==> config.mk <==
export PLATFORM = sky130hd
export DESIGN_NAME = cfg_rr_arbiter_hold
export DESIGN_NICKNAME = d
export VERILOG_FILES = /design/src/rtl/cfg_rr_arbiter_hold.sv
export SDC_FILE = /design/constraint.sdc
export NUM_CORES = 1
export LEC_CHECK = 0
export ABC_AREA = 1
export CORE_ASPECT_RATIO = 0.9
export CORE_MARGIN = 3
export CORE_UTILIZATION = 45
export DETAILED_ROUTE_END_ITERATION = 7
export MAX_ROUTING_LAYER = met4
export PLACE_DENSITY = 0.78
export RECOVER_POWER = 100
export SYNTH_ARGS = -nofsm -noshare
export SYNTH_HDL_FRONTEND = slang
export SYNTH_SLANG_ARGS = --single-unit
==> constraint.sdc <==
create_clock -name clk -period 2.8 [get_ports clk]
set_input_delay 0.42 -clock clk [delete_from_list [all_inputs] [get_ports clk]]
set_output_delay 0.42 -clock clk [all_outputs]
set_load 0.02 [all_outputs]
==> src/rtl/cfg_rr_arbiter_hold.sv <==
// N-way bus arbiter: fixed-priority or round-robin per cycle, with optional
// bounded grant hold. Grant, index and timeout are all registered outputs.
module cfg_rr_arbiter_hold #(
  parameter int N        = 4,
  parameter int MAX_HOLD = 8
) (
  input  logic                 clk,
  input  logic                 rst,
  input  logic [N-1:0]         req,
  input  logic                 mode,
  input  logic                 hold_en,
  output logic [N-1:0]         gnt,
  output logic                 gnt_valid,
  output logic [$clog2(N)-1:0] gnt_idx,
  output logic                 timeout
);
  localparam int IDX_W = $clog2(N);
  localparam int CNT_W = $clog2(MAX_HOLD + 1);

  typedef enum logic {IDLE, OWN} state_t;

  state_t             state_q, state_d;
  logic [CNT_W-1:0]   cnt_q, cnt_d;
  logic [IDX_W-1:0]   last_q, last_d;
  logic [IDX_W-1:0]   idx_d, arb_idx;
  logic [N-1:0]       gnt_d, arb_vec;
  logic               vld_d, to_d, arb_hit;
  logic               keep, expire;

  // Owner still requesting with hold enabled; expire when its budget is spent.
  assign keep    = (state_q == OWN) && hold_en && req[gnt_idx];
  assign expire  = keep && (cnt_q == CNT_W'(MAX_HOLD));
  assign arb_vec = expire ? (req & ~gnt) : req;

  // Descending scan so the last hit is the highest-priority candidate.
  always_comb begin
    int               j;
    logic [IDX_W-1:0] jj;
    arb_hit = 1'b0;
    arb_idx = '0;
    j       = 0;
    jj      = '0;
    for (int k = N; k >= 1; k--) begin
      if (mode) j = (int'(last_q) + k) % N;
      else      j = k - 1;
      jj = IDX_W'(j);
      if (arb_vec[jj]) begin
        arb_hit = 1'b1;
        arb_idx = jj;
      end
    end
  end

  always_comb begin
    state_d = IDLE;
    vld_d   = 1'b0;
    idx_d   = '0;
    cnt_d   = '0;
    last_d  = last_q;
    to_d    = expire;
    if (keep && !expire) begin
      state_d = OWN;
      vld_d   = 1'b1;
      idx_d   = gnt_idx;
      cnt_d   = cnt_q + CNT_W'(1);
    end else if (arb_hit) begin
      state_d = OWN;
      vld_d   = 1'b1;
      idx_d   = arb_idx;
      cnt_d   = CNT_W'(1);
      last_d  = arb_idx;
    end else if (expire) begin
      // Sole requester timed out: regrant it with a fresh budget.
      state_d = OWN;
      vld_d   = 1'b1;
      idx_d   = gnt_idx;
      cnt_d   = CNT_W'(1);
      last_d  = gnt_idx;
    end
  end

  for (genvar i = 0; i < N; i++) begin : g_dec
    assign gnt_d[i] = vld_d && (idx_d == IDX_W'(i));
  end

  always_ff @(posedge clk or posedge rst) begin
    if (rst) begin
      state_q   <= IDLE;
      cnt_q     <= '0;
      last_q    <= IDX_W'(N - 1);
      gnt       <= '0;
      gnt_valid <= 1'b0;
      gnt_idx   <= '0;
      timeout   <= 1'b0;
    end else begin
      state_q   <= state_d;
      cnt_q     <= cnt_d;
      last_q    <= last_d;
      gnt       <= gnt_d;
      gnt_valid <= vld_d;
      gnt_idx   <= idx_d;
      timeout   <= to_d;
    end
  end
endmodule

# After elaboration in Yosys (flattened, before gate mapping)
# Cells that the tools add are included.
[word_totals] regBits=14 inputBits=8 output_inout_bits=8 wordCells=69
[op_classes] addsub=5 order_cmp=5 eq_ne=4 muxes=34 n_bitwise=3 reduce_logical=12
[ops] cell="2-bit two-way mux" n=13
[ops] cell="2-bit by 3-bit < comparator with 1-bit output, second input constant" n=5
[ops] cell="1-bit two-way mux" n=14
[ops] cell="1-bit binary-select mux with 2-bit select" n=5
[ops] cell="1-bit logical AND" n=8
[ops] cell="4-bit two-way mux" n=2
[ops] cell="2-bit by 1-bit adder with 2-bit output, second input constant" n=2
[ops] cell="2-bit adder, second input constant" n=2
[ops] cell="4-bit by 1-bit adder with 4-bit output, second input constant" n=1
[ops] cell="4-bit bitwise AND" n=1
[ops] cell="2-bit == test, second input constant" n=2
[ops] cell="4-bit == test, second input constant" n=1
[ops] cell="4-bit inverter" n=1
[ops] cell="2-bit by 1-bit == test with 1-bit output, second input constant" n=1
[ops] cell="2-bit logical NOT" n=1
[ops] cell="2-bit AND reduction" n=1
[ops] cell="2-bit nonzero test" n=1
[ops] cell="1-bit logical NOT" n=1
[ops] cell="1-bit inverter" n=1

# Logic depth before layout (Yosys ltp)
[logic_depth] depth_word=15 mapped_depth=18 ltp_nobuf=18

# Worst setup path before layout
# OpenSTA, ideal clock, no wires.
[synth_timing] path_type="register to register" start="register cnt_q[0]" end="register gnt[0]" setup_ns=0.114 arrival_ns=1.741 required_time_ns=2.686 setup_slack_ns=0.945 path_stages_with_launch=18 n_path_buf=0 synth_period_minus_slack_ns=1.855 cell_sequence="dfrtp_1 -> inv_1 -> ha_1 -> nand2_1 -> nor2_8 -> nand4_1 -> nand3_1 -> nand2_1 -> nor2_2 -> inv_2 -> nor2_4 -> nand3_1 -> nand2_1 -> inv_1 -> nand2_2 -> nand2_2 -> nand2_1 -> nor2_1"
[synth_via] elab_chain_len=13 word_cells_on_any_way=29 classes_between="1 x eq/ne; 23 x mux; 5 x reduce/logical"
[synth_lines] item="start, declared" line="23" source="logic [CNT_W-1:0] cnt_q, cnt_d;"
[synth_lines] item="start signal, assigned" line="97" source="cnt_q <= cnt_d;"
[synth_lines] item="4-bit == test (*)" line="32" source="assign expire = keep && (cnt_q == CNT_W'(MAX_HOLD));"
[synth_lines] item="1-bit logical AND (*)" line="32"
[synth_lines] item="4-bit two-way mux" line="33" source="assign arb_vec = expire ? (req & ~gnt) : req;"
[synth_lines] item="1-bit binary-select mux with 2-bit select" line="47" source="if (arb_vec[jj]) begin"
[synth_lines] item="1-bit two-way mux (implied by the code)" line="47"
[synth_lines] item="2-bit two-way mux or 1-bit two-way mux (tied branches) (4 in a row)" line="47"
[synth_lines] item="2-bit two-way mux" line="66" source="end else if (arb_hit) begin"
[synth_lines] item="2-bit two-way mux" line="61" source="if (keep && !expire) begin"
[synth_lines] item="2-bit logical NOT" line="83" source="assign gnt_d[i] = vld_d && (idx_d == IDX_W'(i));"
[synth_lines] item="1-bit logical AND (*)" line="83"
[synth_lines] item="named net gnt_d[0]" line="26" source="logic [N-1:0] gnt_d, arb_vec;"
[synth_lines] item="end signal, assigned" line="99" source="gnt <= gnt_d;"
[synth_lines] item="end, declared" line="12" source="output logic [N-1:0] gnt,"
# Mark *: on every way through the listed nets, which the timed path passes. The rest lies on a longest branch. The select of a mux whose other input is x is not followed.
# A chain may end at the register's enable or synchronous reset.

# Worst setup path in the final report
[layout_timing] start="input port req[1]" end="register gnt[1]"
[layout_via] elab_chain_len=15 word_cells_on_any_way=32 classes_between="1 x eq/ne; 25 x mux; 1 x bitwise; 5 x reduce/logical"
[layout_lines] item="start, declared" line="9" source="input logic [N-1:0] req,"
[layout_lines] item="1-bit binary-select mux with 2-bit select" line="31" source="assign keep = (state_q == OWN) && hold_en && req[gnt_idx];"
[layout_lines] item="1-bit two-way mux (implied by the code)" line="31"
[layout_lines] item="1-bit logical AND" line="31"
[layout_lines] item="1-bit logical AND" line="32"
[layout_lines] item="4-bit two-way mux" line="33"
[layout_lines] item="1-bit binary-select mux with 2-bit select" line="47"
[layout_lines] item="1-bit two-way mux (implied by the code)" line="47"
[layout_lines] item="2-bit two-way mux or 1-bit two-way mux (tied branches) (4 in a row)" line="47"
[layout_lines] item="2-bit two-way mux" line="66"
[layout_lines] item="2-bit two-way mux (*)" line="61"
[layout_lines] item="named net idx_d[1]" line="25" source="logic [IDX_W-1:0] idx_d, arb_idx;"
[layout_lines] item="2-bit by 1-bit == test with 1-bit output (*)" line="83"
[layout_lines] item="1-bit logical AND (*)" line="83"
[layout_lines] item="named net gnt_d[1]" line="26"
# Marked as above.

==> flow_summary.ini <==
[status]
status = completed

[layout]
layout-drive-gt1-share_pct = 8.90
seq_area_sq_um = 353
fill_cells = 169
final_cell_mix = nand2_1, inv_1, nand3_1, nor2_1, dfrtp_1
finalNetCount = 157
num_antenna_cells = 0
multi_input_area_sq_um = 443
layout-area-overhead-vs-synth_pct = 22.0
final_common_cell = nand2_1
fin_util_pct = 61.7

[sta]
hold_viol = 0
clock.fmax_ghz = 0.430
worstMarginPinSlew_ns = 0.511
rsz0062_at_grt = no
slew_violations = 0
max_slew_margin_pct = 65.9
period_needed_ns = 2.32
final.setup_skew_ns = 0.00524
finalCritPeriodShare_pct = 83.0
setup_viol_count_final = 0
fin_setup_tns_ns = 0

[cts]
clk_pin_slew_ns = 0.08
cts_buffer_depth = 2
cts_tree = done
htreeDepth = 1
clock_sink_count = 14
ctsResizeCount = 0
root_buffer = clkbuf_4
clk_latency_ns = 0.28
cts_buffers = 3
post-cts-setup-buffer-count = 0
ctsHoldBuffers = 0

[worst_setup_path]
end_kind = register
cpLargestDelayFamily = simple AND/OR/NAND/NOR gates
reg2regPathDepth = 17
slowest_stage = dlygate4sd3_1
worstSetupStartpointType = input port
timing.rr.end = gnt[1]$_DFF_PP0_
cp.arrival_ns = 2.49
crit_chain = dlygate4sd3_1, inv_1, nand2_1, nand3_1, nand2_1, nand4_1, nand3_1, nand2_1, nor2_1, inv_2, nor2_4, nand2_1, inv_1, a21oi_1, nand2_1, nand2_1, inv_1, nor2_1
ff2ff_setup_slack_ns = 0.59
reg2reg_from = cnt_q[0]$_DFF_PP0_
required_ns = 2.97
crit_top_cell = nand2_1
critical_path_buf_inv_count = 5
path_class = input port to register
slowest_delay_ns = 0.57
critical_path.max_fanout = 5

[yosys]
synth_cells = 127
seq_area_frac_synth_pct = 39.1
synth_warnings = 0
ys_types = 20
syn_area_sq_um = 903
avgSynthCellArea_sq_um = 7.11
syn_nets = 137
synth-seq-cells = 14

[worst_hold_path]
holdPathEnd = last_q[0]$_DFFE_PP1P_
worstHoldStart = last_q[0]$_DFFE_PP1P_
hold_path_class = register to register
hold_depth = 2

[routing]
drt_first_pass_iters = 4
ant_nets = 0
avgRoutedWirePerCell_microns = 11.1
via_per_inst = 5.11
drc = 0
wirelength_mm = 1.89
initialDrtViolationCount = 34
via_count = 868

[power_and_ir_drop]
p_int_uw = 574
ir_worst_vdd_mv = 0.785
share_comb_of_total_power_pct = 53.2
p_sw_uw = 503
switching_share_pct = 46.7
seqPwrFrac_pct = 33.4
cellPowerDensity_mw_per_mm2 = 977
power_uw = 1080
p_leak_uw = 0.000599
clockPowerShare_pct = 13.3

[die]
die_w_microns = 53.2
core_sq_mm = 0.00179
top_level_ports = 16
dieHeight_microns = 48.5
rows = 14
die_area_sq_mm = 0.00258
start_util_pct = 50.6

[global_route]
antenna_found_initial = 0
grt_pass1_wl_mm = 3.39
gr-total-overflow = 0
grt_use_total_pct = 17.9
grt_max_degree = 15
first_global_vias = 808

[run]
max-cap-violations = 0

[placement]
io_buffer_count = 15
dp_hpwl_mm = 1.50
gp_congestion = 0.848
[area by class of cell]
type | count | share of cell area [%]
Tap cell | 24 | 2.72
Clock buffer | 4 | 3.29
Inverter | 24 | 8.17
Multi-Input combinational cell | 89 | 40.2
Timing Repair Buffer | 15 | 13.6
Sequential cell | 14 | 32.0
[synth_stat cells (all sizes together)]
library cell,number,area share (%)
a21oi,5,2.8
dfrtp,12,33
dfstp,2,5.8
ha,2,2.8
inv,24,10
nand2,42,19
nand3,15,9.4
nand4,5,3.5
nor2,15,10
nor3,1,0.55
o21ai,1,0.55
o22ai,1,0.69
xnor2,1,0.97
xor2,1,0.97
[sequential cells by signal (all words and copies together), names as in the netlist]
name / flops
last_q: 2
timeout: 1
state_q: 1
gnt: 4
gnt_idx: 2
cnt_q: 4
[stage by stage]
stage	worst slack [ns]	hold slack, ns	area (sq um)	std cells
global placement	0.472	0.485	1080	166
floorplan	0.945	0.308	903	127
detailed placement	0.427	0.503	1080	166
CTS	0.706	0.473	1120	170
global route	0.250	0.541	1100	170
finish	0.476	0.519	1100	170
[power by group through the flow]
stage | clock network [uW] | logic [uW] | registers (uW)
final | 144 | 574 | 360
after global routing | 162 | 659 | 371
after CTS | 150 | 617 | 361
after detailed placement | 0 | 611 | 364
after global placement | 0 | 594 | 364
after floorplan | 0 | 394 | 396
[how the worst max path moves through the flow]
stage	startpoint	to	slack (ns)	depth (start not counted)
3_3_place_gp	req[1]	gnt[0]$_DFF_PP0_	0.47	16
4_1_cts	cnt_q[0]$_DFF_PP0_	gnt[1]$_DFF_PP0_	0.71	17
2_1_floorplan	cnt_q[0]$_DFF_PP0_	gnt[0]$_DFF_PP0_	0.94	17
6_report	req[1]	gnt[1]$_DFF_PP0_	0.48	18
3_5_place_dp	req[0]	gnt[1]$_DFF_PP0_	0.43	16
5_1_grt	req[1]	gnt[0]$_DFF_PP0_	0.25	18
[routing by layer]
layer / wire [microns] / GRT usage [%]
met1: 891 / 24.3
met2: 881 / 25.5
met3: 101 / 4.91
met5: 0 / -
met4: 17 / 6.38
[kinds of logic (layout without fill, tap and decap cells)]
| group | count (synthesis) | after routing | share of synthesized area [%] |
|---|---|---|---|
| AND/OR/NAND/NOR | 78 | 78 | 42.2 |
| adder cells (fa/ha/maj) | 2 | 2 | 2.77 |
| buffers and inverters | 24 | 43 | 9.97 |
| flip-flops | 14 | 14 | 39.1 |
| AO/OA/AOI/OAI | 7 | 7 | 4.02 |
| XOR/XNOR | 2 | 2 | 1.94 |
[worst min-delay path: stages, from the launching register on]
cell and delay [ns]:
dfstp_2 0.40, nand2_1 0.07, nand2_1 0.06
(Power assumes the default switching activity.)
